==> src/rtl/code_loader_pkg.sv <==
// Shared types and constants for the J1 code-memory boot loader.
// State encoding, frame sync byte and register widths.
package code_loader_pkg;

  typedef enum logic [2:0] {
    S_SYNC,
    S_LEN_LO,
    S_LEN_HI,
    S_DATA_LO,
    S_DATA_HI,
    S_CSUM,
    S_DONE,
    S_ERROR
  } state_e;

  localparam logic [7:0] SYNC_BYTE = 8'hA5;
  localparam int LEN_W  = 16;
  localparam int CSUM_W = 8;

endpackage

==> src/rtl/code_loader.sv <==
// Boot loader: framed byte stream -> 16-bit code RAM writes, holds the
// J1 in reset until a checksum-verified image is in place.
// Ports: clock/resetq, rx_data/rx_valid/rx_ready byte link, start reload
// request, mem_we/mem_address/mem_data RAM write port, cpu_resetq,
// done and error status.
module code_loader
  import code_loader_pkg::*;
#(
  parameter int size       = 'h2000,
  parameter int addr_width = $clog2(size),
  parameter int data_width = 16
) (
  input  logic                  clock,
  input  logic                  resetq,
  input  logic [7:0]            rx_data,
  input  logic                  rx_valid,
  output logic                  rx_ready,
  input  logic                  start,
  output logic                  mem_we,
  output logic [addr_width-1:0] mem_address,
  output logic [data_width-1:0] mem_data,
  output logic                  cpu_resetq,
  output logic                  done,
  output logic                  error
);

  state_e                state_q, state_d;
  logic [LEN_W-1:0]      len_q, len_d;
  logic [addr_width-1:0] idx_q, idx_d;
  logic [CSUM_W-1:0]     csum_q, csum_d;
  logic [7:0]            lo_q, lo_d;
  logic                  we_q, we_d;
  logic [addr_width-1:0] addr_q, addr_d;
  logic [data_width-1:0] data_q, data_d;

  logic             accept;
  logic [LEN_W-1:0] len_new;
  logic             last_word;

  assign accept  = rx_valid && rx_ready;
  assign len_new = {rx_data, len_q[7:0]};
  // Length is range-checked before DATA, so N-1 fits the index width.
  assign last_word =
    (idx_q == addr_width'(len_q - LEN_W'(1)));

  always_comb begin
    state_d = state_q;
    len_d   = len_q;
    idx_d   = idx_q;
    csum_d  = csum_q;
    lo_d    = lo_q;
    we_d    = 1'b0;
    addr_d  = addr_q;
    data_d  = data_q;
    unique case (state_q)
      S_SYNC: begin
        if (accept && rx_data == SYNC_BYTE) begin
          state_d = S_LEN_LO;
          idx_d   = '0;
          csum_d  = '0;
        end
      end
      S_LEN_LO: begin
        if (accept) begin
          len_d[7:0] = rx_data;
          state_d    = S_LEN_HI;
        end
      end
      S_LEN_HI: begin
        if (accept) begin
          len_d = len_new;
          if (len_new == '0 || 32'(len_new) > size)
            state_d = S_ERROR;
          else
            state_d = S_DATA_LO;
        end
      end
      S_DATA_LO: begin
        if (accept) begin
          lo_d    = rx_data;
          csum_d  = csum_q + rx_data;
          state_d = S_DATA_HI;
        end
      end
      S_DATA_HI: begin
        if (accept) begin
          csum_d = csum_q + rx_data;
          we_d   = 1'b1;
          addr_d = idx_q;
          data_d = {rx_data, lo_q};
          if (last_word) begin
            state_d = S_CSUM;
          end else begin
            idx_d   = idx_q + 1'b1;
            state_d = S_DATA_LO;
          end
        end
      end
      S_CSUM: begin
        if (accept)
          state_d = (rx_data == csum_q) ? S_DONE : S_ERROR;
      end
      S_DONE, S_ERROR: begin
        if (start) state_d = S_SYNC;
      end
      default: state_d = S_SYNC;
    endcase
  end

  always_ff @(posedge clock or negedge resetq) begin
    if (!resetq) begin
      state_q <= S_SYNC;
      len_q   <= '0;
      idx_q   <= '0;
      csum_q  <= '0;
      lo_q    <= '0;
      we_q    <= 1'b0;
      addr_q  <= '0;
      data_q  <= '0;
    end else begin
      state_q <= state_d;
      len_q   <= len_d;
      idx_q   <= idx_d;
      csum_q  <= csum_d;
      lo_q    <= lo_d;
      we_q    <= we_d;
      addr_q  <= addr_d;
      data_q  <= data_d;
    end
  end

  assign mem_we      = we_q;
  assign mem_address = addr_q;
  assign mem_data    = data_q;
  assign rx_ready    = !(state_q == S_DONE || state_q == S_ERROR);
  assign done        = (state_q == S_DONE);
  assign error       = (state_q == S_ERROR);
  assign cpu_resetq  = (state_q == S_DONE);

endmodule

==> config.mk <==
export PLATFORM = sky130hd
export DESIGN_NAME = code_loader
export DESIGN_NICKNAME = d
export VERILOG_FILES = /design/src/rtl/code_loader_pkg.sv /design/src/rtl/code_loader.sv
export SDC_FILE = /design/constraint.sdc
export NUM_CORES = 1
export LEC_CHECK = 0
export CORE_ASPECT_RATIO = 0.5
export CORE_UTILIZATION = 56
export DETAILED_ROUTE_END_ITERATION = 8
export GPL_TIMING_DRIVEN = 0
export HOLD_SLACK_MARGIN = 0.08
export PLACE_DENSITY = 0.89
export SLEW_MARGIN = 10
export SYNTH_ARGS = -nofsm -noshare
export SYNTH_HDL_FRONTEND = slang
export SYNTH_SLANG_ARGS = --single-unit
==> constraint.sdc <==
create_clock -name clock -period 3.1 [get_ports clock]
set_clock_uncertainty 0.1 [all_clocks]
set_input_delay 0.775 -clock clock [delete_from_list [all_inputs] [get_ports clock]]
set_output_delay 0.775 -clock clock [all_outputs]
set_load 0.005 [all_outputs]
==> out/metrics.cfg, run 1 <==
[power_and_ir_drop]
netSwitchingFraction = 0.3421
combinationalPowerShare = 0.407
leakagePower_nw = 2.194
ir_drop_mv = 0.5515
internal_power_mw = 3.053
power.density_mw_per_mm2 = 948.7
switchingPower_mw = 1.587
seqPwrFrac = 0.354
power_frac_clock = 0.240

[floorplan]
die_h_um = 61.77
coreArea_mm2 = 0.006805
start_util = 0.5880
ios = 46
core.rowCount = 21
die-area_mm2 = 0.007508
die_w_um = 121.5

[routing]
drc = 0
wire_per_inst_um = 17.94
drt_wl_total_um = 9222
via_per_inst = 6.074
firstDrtPassIters = 4
ant_nets = 0
drt_iter0_drc = 217
num_vias = 3122

[synthesis]
yosysTopAreaCellShare = 0.4690
synthXorXnorAreaFrac = 0.04597
synth.largest_area_cell = dfrtp_1
ys_ff_latch = 75
synth_area_mm2 = 0.004001
muxShareOfSynthArea = 0.1454
ys.flop_type = dfrtp_1
yosysWarningCount = 0
syn-num-nets = 386
synth-edff-count = 0
synth_top_family_by_area = multiplexers
synth-compound-area-share = 0.1304
yosysUniqueCellTypes = 56
synthTopCellsByArea = dfrtp_1 47%, mux2_2 14%, xnor2_1 3.1%
ys_async_sr_fraction = 1.000
synthAdderAreaFrac = 0.03315
syn-instance-count = 364
ys_seq_area_frac = 0.4690
synth-simple-area-share = 0.1420
syn_avg_cell_area_um2 = 10.99

[setup_path]
cpPeakStageDelay_ns = 0.58
worstSetupPathType = input port to flip-flop
cp.required_ns = 3.23
path_cells = clkdlybuf4s50_1 > or3_1 > nor3_1 > o41a_1 > nand2_2 > and2_1 > clkbuf_1 > a22o_1
path_delay_family = simple AND/OR/NAND/NOR gates
startpoint_type = input port
cp-end-kind = flip-flop
path_buf_inv = 2
crit_arrival_ns = 3.15
cp_max_fo = 8
slowest_stage = clkdlybuf4s50_1

[min_path]
hold_class = input port to asynchronous set/reset pin

[finish]
drive_gt1_frac = 0.1848
nFillCells = 476
area_growth_pct = 22.23
regArea_mm2 = 0.001877
antenna_cells = 0
fin_nets = 441
final_util = 0.7187
multi_input_area_mm2 = 0.001991

[sta]
max_freq_ghz = 0.3308
period_needed_ns = 3.023
slew-limit-headroom = 0.2148
setup_viol = 0
hold_violations = 0
worst_pin_slew_ns = 1.169
rsz0062_at_grt = no
timing.final.crit_share = 0.9753
drv_slew = 0
finalWorstSetupSlack_ns = 0.07662

[global_routing]
grt_overflow = 0
gr-usage-all-layers = 0.2663
grt_start_max_net_pins = 60
grt_pass1_wl_um = 14770
antenna_found_initial = 0
grt_pass1_vias = 2994

[clocking]
cts_buffers = 9
cts_buffer_depth = 2
clk_latency_ns = 0.35
cts_tree = yes
path_clk_slew_ns = 0.06
cts_root_buffer = clkbuf_16
cts.sinks = 75
cts_htree_levels = 3

[placement]
gp_congestion = 0.8506
post-dp-hpwl_um = 5962
port-buffer-count = 43
dp_slack_ns = -0.4014

[outcome]
outcome = finished, final reports clean

[job]
drv_cap = 0

[per-layer routing]
layer,up-vias,wire [µm],GRT usage
met5,-,0,0
met4,0,140,0.1076
met3,15,447,0.07117
met2,96,4610,0.4610
met1,1562,4024,0.3296
li1,1449,-,-
[through the flow]
step                      power (mW)  instance area (µm²)  setup TNS, ns  hold WS [ns]  cells
final                          4.640                 4891              0        0.1982    514
after global routing           4.904                 4891              0        0.2168    514
after CTS                      4.632                 4886              0        0.2093    514
after detailed placement       3.467                 4572         -6.806        0.3922    500
after global placement         3.382                 4547        -108.10        0.3826    499
after floorplan                2.830                 4001              0        0.3701    364
[area by class of cell]
cell class / count / area share
clock buffers: 10 / 0.04886
clock inverters: 4 / 0.01561
flip-flops and latches: 75 / 0.3837
well taps: 92 / 0.02354
repair buffers: 44 / 0.09286
inverters: 9 / 0.006907
plain buffers: 24 / 0.02149
multi-input cells: 256 / 0.4070
[final timing paths]
| path | slack (ns) | depth (start not counted) | endpoint | from |
|---|---|---|---|---|
| worst min register to register | 0.40 | 1 | mem_data[6]$_DFFE_PN0P_ | mem_data[6]$_DFFE_PN0P_ |
| worst max-delay path | 0.08 | 8 | csum_q[5]$_DFFE_PN0P_ | rx_data[3] |
| max in group asynchronous | 2.13 | 2 | mem_data[0]$_DFFE_PN0P_ | resetq |
| worst max register to register | 0.15 | 9 | idx_q[4]$_DFFE_PN0P_ | len_q[2]$_DFFE_PN0P_ |
| min in group clock | 0.40 | 1 | mem_data[6]$_DFFE_PN0P_ | mem_data[6]$_DFFE_PN0P_ |
| worst min-delay path | 0.20 | 1 | state_q[1]$_DFFE_PN0P_ | resetq |
[state kept, by name (all words and copies together) (netlist names)]
name	flops
mem_we	1
state_q	3
idx_q	13
len_q	13
csum_q	8
lo_q	8
mem_address	13
mem_data	16
[what timing repair did]
item,CTS,global route
gates resized for setup,1,5
hold buffers,0,0
pin swaps,0,0
setup buffers,0,0
setup endpoints to repair,5,19
[cell usage in the layout, fill, tap and decap left out, types with 5 or more instances in the layout]
cell type,synthesis,final
nor2_1,13,13
o21ai_0,7,7
nand3_1,7,7
nor3_1,11,11
nand2_1,22,21
and3_1,16,16
nor4_1,5,5
a22o_1,8,8
a211o_1,5,5
clkbuf_16,0,9
inv_1,9,9
nor3b_1,6,6
a21oi_1,20,20
mux2_2,49,49
clkbuf_1,17,15
dfrtp_1,75,75
xor2_1,7,7
clkdlybuf4s50_1,0,41
xnor2_1,14,14
a221o_1,7,7
ha_1,9,9
[cells by family (layout without fill, tap and decap cells)]
group,count (synthesis),in the layout
AO/OA/AOI/OAI,72,72
XOR/XNOR,21,21
adder cells (fa/ha/maj),10,10
buffers and inverters,33,91
flip-flops,75,75
multiplexers,52,52
AND/OR/NAND/NOR,101,101
[cell usage after synthesis (all sizes together), types with 2 or more instances]
cell type,instances
nand2,22
or3,5
and3,16
nor3,11
o21ai,7
o21bai,2
ha,9
dfrtp,75
inv,9
nor3b,6
nand3,7
o31ai,2
a21oi,21
a221o,7
nand4,2
nor4,6
a21o,4
a22o,8
mux2,49
xor2,7
xnor2,14
nand4b,2
nor2,13
a31oi,2
clkbuf,18
mux2i,3
buf,6
a211oi,3
nor2b,5
a211o,5
[power groups by stage]
stage          combinational (mW)  sequential, mW  clock, mW
6_report                     1.89            1.64       1.11
2_1_floorplan                1.25            1.58          0
5_1_grt                      2.05            1.69       1.16
3_3_place_gp                 1.77            1.61          0
4_1_cts                      1.88            1.64       1.12
3_5_place_dp                 1.83            1.63          0
(Power assumes the default switching activity.)
==> run 2: changes to the inputs <==
--- a/config.mk
+++ b/config.mk
@@ -7,8 +7,8 @@
 export LEC_CHECK = 0
 export CORE_ASPECT_RATIO = 0.5
 export CORE_UTILIZATION = 56
+export CTS_CLUSTER_SIZE = 20
 export DETAILED_ROUTE_END_ITERATION = 8
-export GPL_TIMING_DRIVEN = 0
 export HOLD_SLACK_MARGIN = 0.08
 export PLACE_DENSITY = 0.89
 export SLEW_MARGIN = 10
==> run 2 against run 1 <==
Against the previous run: register-to-register slack improved by 0.12 ns; setup slack improved by 0.19 ns; highest routed layer unchanged; non-clock buffer count fell by 4; final cell count fell by 0.39%; sequential cell count did not move; first-iteration DRC count fell by 0.46%; worst hold slack improved by 0.16 ns; clock power fell by 7%; maximum frequency rose by 6.5%; global-route usage rose by 0.089 points; critical path type unchanged.
==> out/metrics.cfg, run 2 (synthesis results as in run 1) <==
[floorplan]
ios = 46  ; unchanged
coreArea_mm2 = 0.006805  ; unchanged
core.rowCount = 21  ; unchanged
die_w_um = 121.5  ; unchanged
start_util = 0.5880  ; unchanged
die-area_mm2 = 0.007508  ; unchanged
die_h_um = 61.77  ; unchanged

[sta]
period_needed_ns = 2.838  ; was 3.023 ns
max_freq_ghz = 0.3524  ; was 0.3308 GHz
slew-limit-headroom = 0.6458  ; was 0.2148
worst_pin_slew_ns = 0.5273  ; was 1.169 ns
timing.final.crit_share = 0.9154  ; was 0.9753
drv_slew = 0  ; unchanged
setup_viol = 0  ; unchanged
rsz0062_at_grt = no  ; unchanged
hold_violations = 0  ; unchanged
holdWs_ns = 0.3591  ; was 0.1982 ns

[finish]
area_growth_pct = 22.67  ; was 22.23%
fin_nets = 437  ; was 441
final_common_cell = dfrtp_1  ; unchanged
stdcell_count = 512  ; was 514
largest_reg_flops = 16  ; unchanged
fin_area_mm2 = 0.004908  ; was 0.004891 mm²
antenna_cells = 0  ; unchanged
mostFrequentLayoutCells = 75 x dfrtp_1, 49 x mux2_2, 44 x clkdlybuf4s50_1, 22 x nand2_1, 20 x a21oi_1  ; was 75 x dfrtp_1, 49 x mux2_2, 41 x clkdlybuf4s50_1, 21 x nand2_1, 20 x a21oi_1
drive_gt1_frac = 0.2190  ; was 0.1848

[global_routing]
grt_start_max_net_pins = 76  ; was 60
antenna_found_initial = 0  ; unchanged
grt_pass1_vias = 2973  ; was 2994
grt_pass1_wl_um = 14720  ; was 14770 µm
grt_overflow = 0  ; unchanged
gr-usage-all-layers = 0.2672  ; was 0.2663

[clocking]
cts.sinks = 75  ; unchanged
ctsResizeCount = 0  ; was 1
cts_htree_levels = 3  ; unchanged
cts_tree = yes  ; unchanged
cts_buffer_depth = 2  ; unchanged
post_cts_buffers = 0  ; unchanged
clk_latency_ns = 0.34  ; was 0.35 ns
cts_root_buffer = clkbuf_16  ; unchanged
cts_hold_buf = 0  ; unchanged
path_clk_slew_ns = 0.06  ; about the same
cts_buffers = 9  ; unchanged

[routing]
wire_per_inst_um = 17.96  ; was 17.94 µm
num_vias = 3097  ; was 3122
ant_nets = 0  ; unchanged
drt_iter0_drc = 216  ; was 217
firstDrtPassIters = 4  ; unchanged
drc = 0  ; unchanged
via_per_inst = 6.049  ; was 6.074
drt_wl_total_um = 9194  ; was 9222 µm

[job]
drv_cap = 0  ; unchanged

[setup_path]
worstSetupPathType = input port to flip-flop  ; unchanged
cp_max_fo = 4  ; was 8
path_delay_family = compound AO/OA/AOI/OAI gates  ; was simple AND/OR/NAND/NOR gates
r2r-start = len_q[3]$_DFFE_PN0P_  ; was len_q[2]$_DFFE_PN0P_
slowest_stage = clkdlybuf4s50_1  ; unchanged
cp-end-kind = flip-flop  ; unchanged
crit_arrival_ns = 3.01  ; was 3.15 ns
cp.required_ns = 3.27  ; was 3.23 ns
startpoint_type = input port  ; unchanged
path_buf_inv = 1  ; was 2
path_cells = clkdlybuf4s50_1 > ha_1 > a21o_1 > a21oi_1 > o21bai_1 > a2111o_1 > a21o_1 > a21bo_2 > a21oi_1  ; was clkdlybuf4s50_1 > or3_1 > nor3_1 > o41a_1 > nand2_2 > and2_1 > clkbuf_1 > a22o_1
cpPeakStageDelay_ns = 0.46  ; was 0.58 ns
crit_path_start = rx_data[1]  ; was rx_data[3]

[placement]
gp_congestion = 0.9096  ; was 0.8506
post-dp-hpwl_um = 6252  ; was 5962 µm
dp_cells = 496  ; was 500
port-buffer-count = 45  ; was 43
placed_cell_area_mm2 = 0.004614  ; was 0.004572 mm²

[power_and_ir_drop]
seqPwrFrac = 0.369  ; was 0.354
switchingPower_mw = 1.589  ; was 1.587 mW
leakagePower_nw = 2.228  ; was 2.194 nW
power_frac_clock = 0.227  ; was 0.240
ir_drop_mv = 0.5570  ; was 0.5515 mV
netSwitchingFraction = 0.3496  ; was 0.3421
combinationalPowerShare = 0.404  ; was 0.407
power.density_mw_per_mm2 = 925.9  ; was 948.7 mW/mm²
internal_power_mw = 2.956  ; was 3.053 mW

[outcome]
outcome = finished, final reports clean  ; unchanged

[min_path]
hold_class = input port to asynchronous set/reset pin  ; unchanged

[run 2: cell count changes in the layout (fill, tap and decap cells not counted), moves of 3 or more]
cell             before  now
clkbuf_1             15    0
clkdlybuf4s50_1      41   44
buf_1                 4    0
clkinv_2              0    3
clkbuf_2              3    0
buf_4                 2   18
[run 2: final timing paths]
check	endpoint	slack, ns	cells past startpoint
worst max-delay path	csum_q[7]$_DFFE_PN0P_	0.26	9
worst min-delay path	idx_q[7]$_DFFE_PN0P_	0.36	2
worst max register to register	idx_q[2]$_DFFE_PN0P_	0.27	7
worst min register to register	mem_address[6]$_DFFE_PN0P_	0.40	1
max in group asynchronous	csum_q[2]$_DFFE_PN0P_	2.24	2
min in group clock	mem_address[6]$_DFFE_PN0P_	0.40	1
[run 2: power by group through the flow]
stage               registers (mW)  logic, mW  clock network [mW]
detailed placement            1.68       1.80                   0
floorplan                     1.58       1.25                   0
CTS                           1.67       1.83                1.04
global route                  1.72       2.01                1.09
global placement              1.64       1.73                   0
finish                        1.68       1.84                1.03
[run 2: area by class of cell]
cell class / instances / area, µm²
clock buffers: 9 / 225.2
inverters: 9 / 33.78
fillers: 435 / 1897
clock inverters: 7 / 68.82
well taps: 92 / 115.1
multi-input cells: 256 / 1988
flip-flops and latches: 75 / 1877
repair buffers: 64 / 600.6
[run 2: layer usage]
| layer | wire length [µm] | up-vias | part of all wire | global-route usage |
|---|---|---|---|---|
| met5 | 0 | - | 0 | 0 |
| met4 | 210 | 0 | 0.023 | 0.1076 |
| met3 | 497 | 25 | 0.054 | 0.07573 |
| met2 | 4413 | 96 | 0.48 | 0.4683 |
| met1 | 4074 | 1537 | 0.44 | 0.3237 |
| li1 | - | 1439 | - | - |
[run 2: worst register-to-register path: stages, from the launching register on]
cell and delay (ns):
dfrtp_1 0.47, or3_4 0.46, o31a_1 0.33, o32a_1 0.38
a21oi_2 0.16, nand4b_2 0.25, nor2b_4 0.26, a221o_1 0.30
[run 2: stage by stage]
step,TNS [ns],util,power [mW],setup WS [ns]
floorplan,0,-,2.830,0.4871
global placement,0,0.6781,3.373,0.01593
detailed placement,-0.07262,0.6781,3.479,-0.05091
CTS,0,0.7213,4.545,0.2714
global route,0,0.7213,4.825,0.07141
finish,0,0.7213,4.545,0.2622
==> run 3: changes to the inputs <==
--- a/config.mk
+++ b/config.mk
@@ -9,8 +9,10 @@
 export CORE_UTILIZATION = 56
 export CTS_CLUSTER_SIZE = 20
 export DETAILED_ROUTE_END_ITERATION = 8
+export GPL_TIMING_DRIVEN = 0
 export HOLD_SLACK_MARGIN = 0.08
 export PLACE_DENSITY = 0.89
+export RECOVER_POWER = 25
 export SLEW_MARGIN = 10
 export SYNTH_ARGS = -nofsm -noshare
 export SYNTH_HDL_FRONTEND = slang
==> constraint.sdc (replaced) <==
create_clock -name clock -period 3.1 [get_ports clock]
set_clock_uncertainty 0.1 [all_clocks]
set_input_delay 0.31 -clock clock [delete_from_list [all_inputs] [get_ports clock]]
set_output_delay 0.31 -clock clock [all_outputs]
set_load 0.005 [all_outputs]
==> run 3 against run 2 <==
Against the previous run: combinational power grew 2%; die area is the same; global-route usage shrank 0.089 points; first-iteration DRC count shrank 6.5%; clock-buffer cell count grew 1; final cell count grew 0.59%; power grew 1.9%.
==> out/metrics.cfg, run 3 (synthesis results as in run 1) <==
[outcome]
outcome = finished, final reports clean  ; unchanged

[sta]
period_needed_ns = 2.902  ; was 2.838 ns
drv_slew = 0  ; unchanged
max_freq_ghz = 0.3446  ; was 0.3524 GHz
timing.final.crit_share = 0.9360  ; was 0.9154
finalWorstSetupSlack_ns = 0.1984  ; was 0.2622 ns
rsz0062_at_grt = no  ; unchanged
fin_setup_tns_ns = 0  ; unchanged
hold_violations = 0  ; unchanged
slew-limit-headroom = 0.2127  ; was 0.6458
worst_pin_slew_ns = 1.172  ; was 0.5273 ns
holdWs_ns = 0.4019  ; was 0.3591 ns
setup_viol = 0  ; unchanged

[power_and_ir_drop]
leakagePower_nw = 2.190  ; was 2.228 nW
power.density_mw_per_mm2 = 946.1  ; was 925.9 mW/mm²
ir_drop_mv = 0.5512  ; was 0.5570 mV
total_power_mw = 4.631  ; was 4.545 mW

[routing]
firstDrtPassIters = 5  ; was 4
drt_wl_total_um = 9171  ; was 9194 µm
drc = 0  ; unchanged
via_per_inst = 6.085  ; was 6.049
drt_iter0_drc = 202  ; was 216
wire_per_inst_um = 17.81  ; was 17.96 µm
ant_nets = 0  ; unchanged
num_vias = 3134  ; was 3097

[setup_path]
worstSetupPathType = flip-flop to flip-flop  ; was input port to flip-flop
slowest_stage = dfrtp_1  ; was clkdlybuf4s50_1
rr_endpoint = idx_q[4]$_DFFE_PN0P_  ; was idx_q[2]$_DFFE_PN0P_
startpoint_type = flip-flop  ; was input port
cp_max_fo = 10  ; was 4
cpPeakStageDelay_ns = 0.46  ; about the same
path_common_cell = clkbuf_2
path_cells = or3_1 > clkbuf_2 > o31ai_1 > mux2_2 > a32oi_1 > nand4b_2 > clkbuf_2 > a21oi_1 > a221o_1  ; was clkdlybuf4s50_1 > ha_1 > a21o_1 > a21oi_1 > o21bai_1 > a2111o_1 > a21o_1 > a21bo_2 > a21oi_1
worstSetupEndpoint = idx_q[4]$_DFFE_PN0P_  ; was csum_q[7]$_DFFE_PN0P_
cp-end-kind = flip-flop  ; unchanged
r2r-start = len_q[2]$_DFFE_PN0P_  ; was len_q[3]$_DFFE_PN0P_
crit_arrival_ns = 3.02  ; was 3.01 ns
reg2reg_depth = 9  ; was 7
cp.required_ns = 3.22  ; was 3.27 ns
reg2reg_slack_ns = 0.20  ; was 0.27 ns
crit_path_start = len_q[2]$_DFFE_PN0P_  ; was rx_data[1]

[floorplan]
coreArea_mm2 = 0.006805  ; unchanged
start_util = 0.5880  ; unchanged
die-area_mm2 = 0.007508  ; unchanged
ios = 46  ; unchanged
die_h_um = 61.77  ; unchanged
core.rowCount = 21  ; unchanged
die_w_um = 121.5  ; unchanged

[min_path]
hold_class = flip-flop to flip-flop  ; was input port to asynchronous set/reset pin

[finish]
fin_nets = 442  ; was 437
regArea_mm2 = 0.001877  ; unchanged
mostFrequentLayoutCells = 75 x dfrtp_1, 49 x mux2_2, 42 x clkdlybuf4s50_1, 22 x nand2_1, 20 x a21oi_1  ; was 75 x dfrtp_1, 49 x mux2_2, 44 x clkdlybuf4s50_1, 22 x nand2_1, 20 x a21oi_1
nFillCells = 480  ; was 435
antenna_cells = 0  ; unchanged
multi_input_area_mm2 = 0.001988  ; unchanged
largest_reg_flops = 16  ; unchanged
final_common_cell = dfrtp_1  ; unchanged
drive_gt1_frac = 0.1773  ; was 0.2190
stdcell_count = 515  ; was 512
area_growth_pct = 22.33  ; was 22.67%

[clocking]
cts_tree = yes  ; unchanged
path_clk_slew_ns = 0.05  ; was 0.06 ns
cts_buffers = 9  ; unchanged
clk_latency_ns = 0.34  ; about the same
cts_buffer_depth = 2  ; unchanged
cts.sinks = 75  ; unchanged
cts_htree_levels = 3  ; unchanged
post_cts_buffers = 0  ; unchanged
cts_root_buffer = clkbuf_16  ; unchanged

[global_routing]
gr-usage-met3 = 0.07117  ; was 0.07573
grt_overflow = 0  ; unchanged
grt.met1_usage = 0.3296  ; was 0.3237
busiest_layer = met2  ; unchanged
grt_start_max_net_pins = 60  ; was 76
grt_pass1_vias = 2994  ; was 2973
grt_pass1_wl_um = 14770  ; was 14720 µm
grtUsageMet2 = 0.4610  ; was 0.4683
gr-usage-all-layers = 0.2663  ; was 0.2672
antenna_found_initial = 0  ; unchanged

[placement]
port-buffer-count = 43  ; was 45
gp_congestion = 0.8506  ; was 0.9096
post-dp-hpwl_um = 5962  ; was 6252 µm
dp_slack_ns = 0.06360  ; was -0.05091 ns
dp_cells = 500  ; was 496

[job]
drv_cap = 0  ; unchanged

run 3: per-layer routing:
metal / part of all wire / vias up
met5: 0 / -
met4: 0.018 / 0
met3: 0.045 / 23
met2: 0.50 / 102
met1: 0.44 / 1559
li1: - / 1450
run 3: where the power goes:
part	leakage [nW]	total [mW]	switching, mW	internal, mW
clock	0.151	1.11	0.392	0.718
sequential	0.950	1.64	0.303	1.34
combinational	1.09	1.88	0.885	0.997
total	2.19	4.63	1.58	3.05
run 3: repair_timing:
item	in CTS	in global routing
gates resized for setup	0	2
endpoints found under the setup margin	0	10
endpoints found under the hold margin	51	0
hold buffers	1	0
run 3: worst min-delay path by stage:
stage / startpoint / endpoint / slack (ns) / depth (start not counted)
finish: mem_address[11]$_DFFE_PN0P_ / mem_address[11]$_DFFE_PN0P_ / 0.40 / 1
global route: lo_q[1]$_DFFE_PN0P_ / mem_data[1]$_DFFE_PN0P_ / 0.42 / 1
global placement: lo_q[2]$_DFFE_PN0P_ / mem_data[2]$_DFFE_PN0P_ / 0.38 / 1
detailed placement: resetq / mem_address[5]$_DFFE_PN0P_ / 0.1 / 1
floorplan: resetq / csum_q[0]$_DFFE_PN0P_ / -0.09 / 0
CTS: resetq / state_q[1]$_DFFE_PN0P_ / 0.29 / 2
run 3: through the flow:
step / util / cell area [µm²]
CTS: 0.7196 / 4897
detailed placement: 0.6718 / 4572
floorplan: - / 4001
finish: 0.7193 / 4895
global route: 0.7193 / 4895
global placement: 0.6681 / 4547
run 3: cell type report:
type / instances / area share
inverter: 9 / 0.006902
sequential: 75 / 0.3834
clock inverter: 4 / 0.01559
timing repair buffer: 45 / 0.09433
buffer: 24 / 0.02122
clock buffer: 10 / 0.04882
tap: 92 / 0.02352
multi-input combinational: 256 / 0.4062
run 3: worst max-delay path, delay by kind of cell (launching register included):
family / cells / cell delay (ns)
compound gates: 4 / 0.84
buf+inv: 2 / 0.43
flops: 1 / 0.46
mux: 1 / 0.38
simple gates: 2 / 0.57
